$ cat src/rtl/serial_addsub_pkg.sv
// Shared types and mode encodings for the bit-serial adder/subtractor.
package serial_addsub_pkg;

    typedef enum logic [1:0] {
        IDLE = 2'd0,
        RUN  = 2'd1,
        DONE = 2'd2
    } state_e;

    localparam logic MODE_ADD = 1'b0;
    localparam logic MODE_SUB = 1'b1;

    // Two's-complement overflow from the operand sign bits and the result sign bit.
    function automatic logic ovf_rule(input logic mode, input logic a_msb,
                                      input logic b_msb, input logic s_msb);
        if (mode == MODE_SUB) begin
            return (a_msb != b_msb) && (s_msb != a_msb);
        end
        return (a_msb == b_msb) && (s_msb != a_msb);
    endfunction

endpackage

$ cat src/rtl/serial_addsub_cell.sv
// One-bit full adder/subtractor: carry out in add mode, borrow out in subtract mode.
module serial_addsub_cell
    import serial_addsub_pkg::*;
(
    input  logic ai,
    input  logic bi,
    input  logic ci,
    input  logic a_ns,
    output logic sum,
    output logic co
);

    logic prop;

    assign prop = ai ^ bi;
    assign sum  = prop ^ ci;

    always_comb begin
        co = 1'b0;
        if (a_ns == MODE_SUB) begin
            co = (~ai & bi) | (ci & ~prop);
        end else begin
            co = (ai & bi) | (ci & prop);
        end
    end

endmodule

$ cat src/rtl/serial_addsub.sv
// Bit-serial add/subtract of two WIDTH-bit operands, LSB first, one bit per clock.
// Optional zero flag output z enabled by defining SERIAL_ADDSUB_ZFLAG_EN.
module serial_addsub
    import serial_addsub_pkg::*;
#(
    parameter int unsigned WIDTH = 8
) (
    input  logic             clk,
    input  logic             rst,
    input  logic             start,
    input  logic             a_ns,
    input  logic [WIDTH-1:0] a,
    input  logic [WIDTH-1:0] b,
    output logic             busy,
    output logic             done,
    output logic [WIDTH-1:0] s,
    output logic             cout,
`ifdef SERIAL_ADDSUB_ZFLAG_EN
    output logic             ovf,
    output logic             z
`else
    output logic             ovf
`endif
);

    localparam int unsigned CNT_W = $clog2(WIDTH) + 1;

    state_e           state_q;
    logic [WIDTH-1:0] a_sh_q;
    logic [WIDTH-1:0] b_sh_q;
    logic [WIDTH-2:0] res_q;
    logic             mode_q;
    logic             carry_q;
    logic [CNT_W-1:0] cnt_q;
`ifdef SERIAL_ADDSUB_ZFLAG_EN
    logic             nz_q;
`endif

    logic             sum_d;
    logic             carry_d;
    logic [WIDTH-1:0] res_d;
    logic             ovf_d;
    logic             last_c;

    serial_addsub_cell u_cell (
        .ai   (a_sh_q[0]),
        .bi   (b_sh_q[0]),
        .ci   (carry_q),
        .a_ns (mode_q),
        .sum  (sum_d),
        .co   (carry_d)
    );

    // Bits collected so far live in res_q; the new sum bit enters from the MSB side.
    assign res_d  = {sum_d, res_q};
    assign last_c = (cnt_q == CNT_W'(WIDTH - 1));
    // On the last bit the cell inputs are the operand sign bits and sum_d is the result sign.
    assign ovf_d  = ovf_rule(mode_q, a_sh_q[0], b_sh_q[0], sum_d);

    always_ff @(posedge clk) begin
        if (rst) begin
            state_q <= IDLE;
            a_sh_q  <= '0;
            b_sh_q  <= '0;
            res_q   <= '0;
            mode_q  <= MODE_ADD;
            carry_q <= 1'b0;
            cnt_q   <= '0;
            busy    <= 1'b0;
            done    <= 1'b0;
            s       <= '0;
            cout    <= 1'b0;
            ovf     <= 1'b0;
`ifdef SERIAL_ADDSUB_ZFLAG_EN
            nz_q    <= 1'b0;
            z       <= 1'b0;
`endif
        end else begin
            case (state_q)
                IDLE: begin
                    done <= 1'b0;
                    if (start) begin
                        a_sh_q  <= a;
                        b_sh_q  <= b;
                        mode_q  <= a_ns;
                        carry_q <= 1'b0;
                        cnt_q   <= '0;
                        busy    <= 1'b1;
                        state_q <= RUN;
`ifdef SERIAL_ADDSUB_ZFLAG_EN
                        nz_q    <= 1'b0;
`endif
                    end
                end
                RUN: begin
                    carry_q <= carry_d;
                    res_q   <= res_d[WIDTH-1:1];
                    a_sh_q  <= a_sh_q >> 1;
                    b_sh_q  <= b_sh_q >> 1;
                    cnt_q   <= cnt_q + CNT_W'(1);
`ifdef SERIAL_ADDSUB_ZFLAG_EN
                    nz_q    <= nz_q | sum_d;
`endif
                    if (last_c) begin
                        s       <= res_d;
                        cout    <= carry_d;
                        ovf     <= ovf_d;
                        busy    <= 1'b0;
                        done    <= 1'b1;
                        state_q <= DONE;
`ifdef SERIAL_ADDSUB_ZFLAG_EN
                        z       <= ~(nz_q | sum_d);
`endif
                    end
                end
                DONE: begin
                    done    <= 1'b0;
                    state_q <= IDLE;
                end
                default: begin
                    busy    <= 1'b0;
                    done    <= 1'b0;
                    state_q <= IDLE;
                end
            endcase
        end
    end

endmodule

$ cat config.mk
export PLATFORM = sky130hd
export DESIGN_NAME = serial_addsub
export DESIGN_NICKNAME = d
export VERILOG_FILES = /design/src/rtl/serial_addsub_pkg.sv /design/src/rtl/serial_addsub_cell.sv /design/src/rtl/serial_addsub.sv
export SDC_FILE = /design/constraint.sdc
export NUM_CORES = 1
export LEC_CHECK = 0
export ABC_CLOCK_PERIOD_IN_PS = 1300
export CORE_ASPECT_RATIO = 2
export CORE_UTILIZATION = 46
export DETAILED_ROUTE_END_ITERATION = 10
export PLACE_DENSITY = 0.77
export SLEW_MARGIN = 20
export SYNTH_ARGS = -nofsm -noshare
export SYNTH_HDL_FRONTEND = slang
export SYNTH_SLANG_ARGS = --single-unit
$ cat constraint.sdc
create_clock -name clk -period 1.3 [get_ports clk]
set_input_delay 0.195 -clock clk [delete_from_list [all_inputs] [get_ports clk]]
set_output_delay 0.195 -clock clk [all_outputs]
set_load 0.005 [all_outputs]
==> results_dict.tcl <==
set metrics [dict create \
    drive_gt1_share_pct 25.48 \
    gp_congestion 0.8526 \
    finalInstanceArea_mm2 0.002504 \
    slew_headroom_pct 82.00 \
    outcome "finished with violations" \
    areaGrowthSynthToFinish_pct 36.12 \
    min_path_type "input port to flop" \
    synth_fp_nets 237 \
    cts_hold_buffers 0 \
    clock-root-buffer "clkbuf_8" \
    crit_type "flop to flop" \
    dp_hpwl_um 2858 \
    initial_core_util_pct 47.85 \
    ir_drop_uv 1051 \
    antenna_found_initial 0 \
    grt_max_degree 26 \
    fill_cells 359 \
    drc 0 \
    fmax_mhz 718.5 \
    first_pass_iters 4 \
    synth_seq_cells 43 \
    cts_buffers 5 \
    clock_sinks 43 \
    syn_area_mm2 0.001839 \
    cp.arrival_ps 1630 \
    path_clk_slew_ps 90 \
    io_buffer_count 31 \
    insertion_delay_ps 300 \
    synth.distinct_cells 32 \
    grt_pass1_vias 1566 \
    hold_depth 3 \
    cap_violations 0 \
    yosysWarnings 0 \
    io-pin-count 32 \
    rows 32 \
    cp-end-kind "flop" \
    power_density_mw_per_mm2 1084 \
    track_usage_pct 22.05 \
    fin_util_pct 65.14 \
    worst-r2r-cell-count 5 \
    drv_slew 0 \
    num_antenna_cells 0 \
    drt_wl_total_um 4144 \
    multi_input_area_um2 910.9 \
    nets 282 \
    drt_iter0_drc 29 \
    whs_ps 444.0 \
    tightestPinTransition_ps 270.0 \
    worst_slack_ps -91.85 \
    synth.avg_cell_area_um2 8.635 \
    rsz0062_at_grt "yes" \
    startpoint_type "flop" \
    violations "negative setup slack" \
    cp.required_ps 1540 \
    grt_overflow 0 \
    synth_seq_area_share_pct 46.80 \
    tritoncts "built" \
    antenna_left 0 \
    die_h_um 91.43 \
    wire_per_inst_um 13.37 \
    grt_first_pass_wirelength_um 6803 \
    seqCellArea_um2 880.8 \
    dpl-instance-area_mm2 0.002322 \
    finClkSkew_ps 8.517 \
    coreArea_mm2 0.003844 \
    fin_crit_sh_pct 107.1 \
    num_vias 1642 \
    die_area_mm2 0.004270 \
    syn_inst 213 \
    die_width_um 46.71 \
    setup_viol 3 \
    worstPathMaxFanout 2 \
    timing.final.crit_period_ps 1392 \
    h-tree-depth 2 \
    clock_path_buffers 2 \
    viasPerCell 5.297 \
    leakage_uw 0.0009956 \
    finalHoldViolations 0 \
]
==> timing repair <==
| action | in CTS | in global routing |
|---|---|---|
| pin swaps | 3 | 3 |
| setup buffers | 3 | 2 |
| endpoints found under the setup margin | 19 | 22 |
| resized for setup | 29 | 10 |
==> cell usage in the layout (no fill, tap or decap), types with 2 or more instances in the layout <==
cell	netlist	routed
a211oi_1	5	5
a211oi_2	8	8
a21oi_1	35	35
a22oi_1	3	3
buf_12	0	4
buf_4	3	19
buf_6	1	2
clkbuf_8	0	5
clkdlybuf4s50_1	0	19
clkinvlp_4	0	2
dfxtp_1	43	29
dfxtp_2	0	13
dlygate4sd2_1	0	12
inv_1	4	3
mux2i_1	2	2
nand2_1	30	30
nand3_1	10	10
nand3b_1	2	2
nor2_1	18	18
nor2b_4	0	2
nor3_1	4	4
o21ai_0	10	9
xor2_1	2	2
==> worst paths after layout <==
kind	from	end	slack [ps]
max	carry_q	ovf	-90
min	b[2]	b_sh_q[2]	440
max reg2reg	carry_q	ovf	-90
min reg2reg	res_q[0]	s[0]	460
==> layer usage <==
metal  vias up  track usage, %  wire length (µm)  part of all wire [%]
met5         -               0                 0                     0
met4         0           12.62               181                   4.4
met3        11           5.368                98                   2.4
met2        32           37.50              2369                    57
met1       772           22.61              1494                    36
li1        827               -                 -                     -
==> Yosys cell counts <==
master	number	area, µm²
dfxtp_1	43	860.8
a21oi_1	35	175.2
nand2_1	30	112.6
nor2_1	18	67.56
nand3_1	10	50.05
o21ai_0	10	50.05
a211oi_2	8	100.1
buf_2	7	35.03
clkbuf_1	7	26.28
a211oi_1	5	37.54
inv_1	4	15.01
nor3_1	4	20.02
a22oi_1	3	22.52
buf_4	3	22.52
nor2b_1	3	18.77
a221oi_1	2	17.52
fa_1	2	40.04
ha_1	2	25.02
mux2i_1	2	20.02
nand3b_1	2	15.01
xor2_1	2	17.52
a31oi_1	1	6.260
and3b_1	1	8.760
buf_6	1	11.26
nand2b_1	1	6.260
nand4_1	1	6.260
nor3b_1	1	7.510
nor4_1	1	6.260
o211a_1	1	10.01
o21ba_2	1	10.01
o21bai_2	1	11.26
or3_1	1	6.260
==> through the flow <==
| stage | cells | worst slack, ps | power, µW | TNS (ps) |
|---|---|---|---|---|
| 2_1_floorplan | 213 | -49.79 | 1661 | -49.79 |
| 3_3_place_gp | 297 | -169.5 | 1830 | -1956 |
| 3_5_place_dp | 297 | -200.6 | 1840 | -2413 |
| 4_1_cts | 308 | -80.45 | 2730 | -147.3 |
| 5_1_grt | 310 | -162.9 | 2847 | -483.9 |
| 6_report | 310 | -91.85 | 2714 | -205.4 |
==> where the power goes <==
| group | internal, µW | total [µW] | switching [µW] |
|---|---|---|---|
| combinational | 217 | 417 | 199 |
| sequential | 1370 | 1410 | 41.9 |
| clock | 384 | 883 | 499 |
==> area by class of cell <==
class	instances	area share [%]
flip-flops and latches	43	35.18
clock inverters	3	0.9495
well taps	51	2.549
clock buffers	5	2.749
multi-input cells	148	36.38
inverters	4	0.5997
repair buffers	56	21.59
==> logic make-up (layout without fill, tap and decap cells) <==
family / count (synthesis) / in the layout / share of synthesized area [%]
muxes: 2 / 2 / 1.088
xor gates and xnor gates: 2 / 2 / 0.9526
AOI/OAI and AO/OA: 67 / 67 / 23.95
adders and majority gates: 4 / 4 / 3.537
DFF: 43 / 43 / 46.80
and+or+nand+nor: 73 / 73 / 17.69
buffers and inverters: 22 / 68 / 5.986
==> worst max-delay path, cell delays in order (launching register included) <==
cell     delay [ps]
dfxtp_2         350
inv_2            40
fa_1            560
xor2_1          150
nand4_1         100
a21oi_1         130
==> sequential cells by signal, indices dropped and copies added (netlist names) <==
signal	cells
a_sh_q	8
b_sh_q	8
s	8
res_q	7
cnt_q	4
state_q	2
busy	1
carry_q	1
cout	1
done	1
mode_q	1
ovf	1
(Power assumes the default switching activity.)
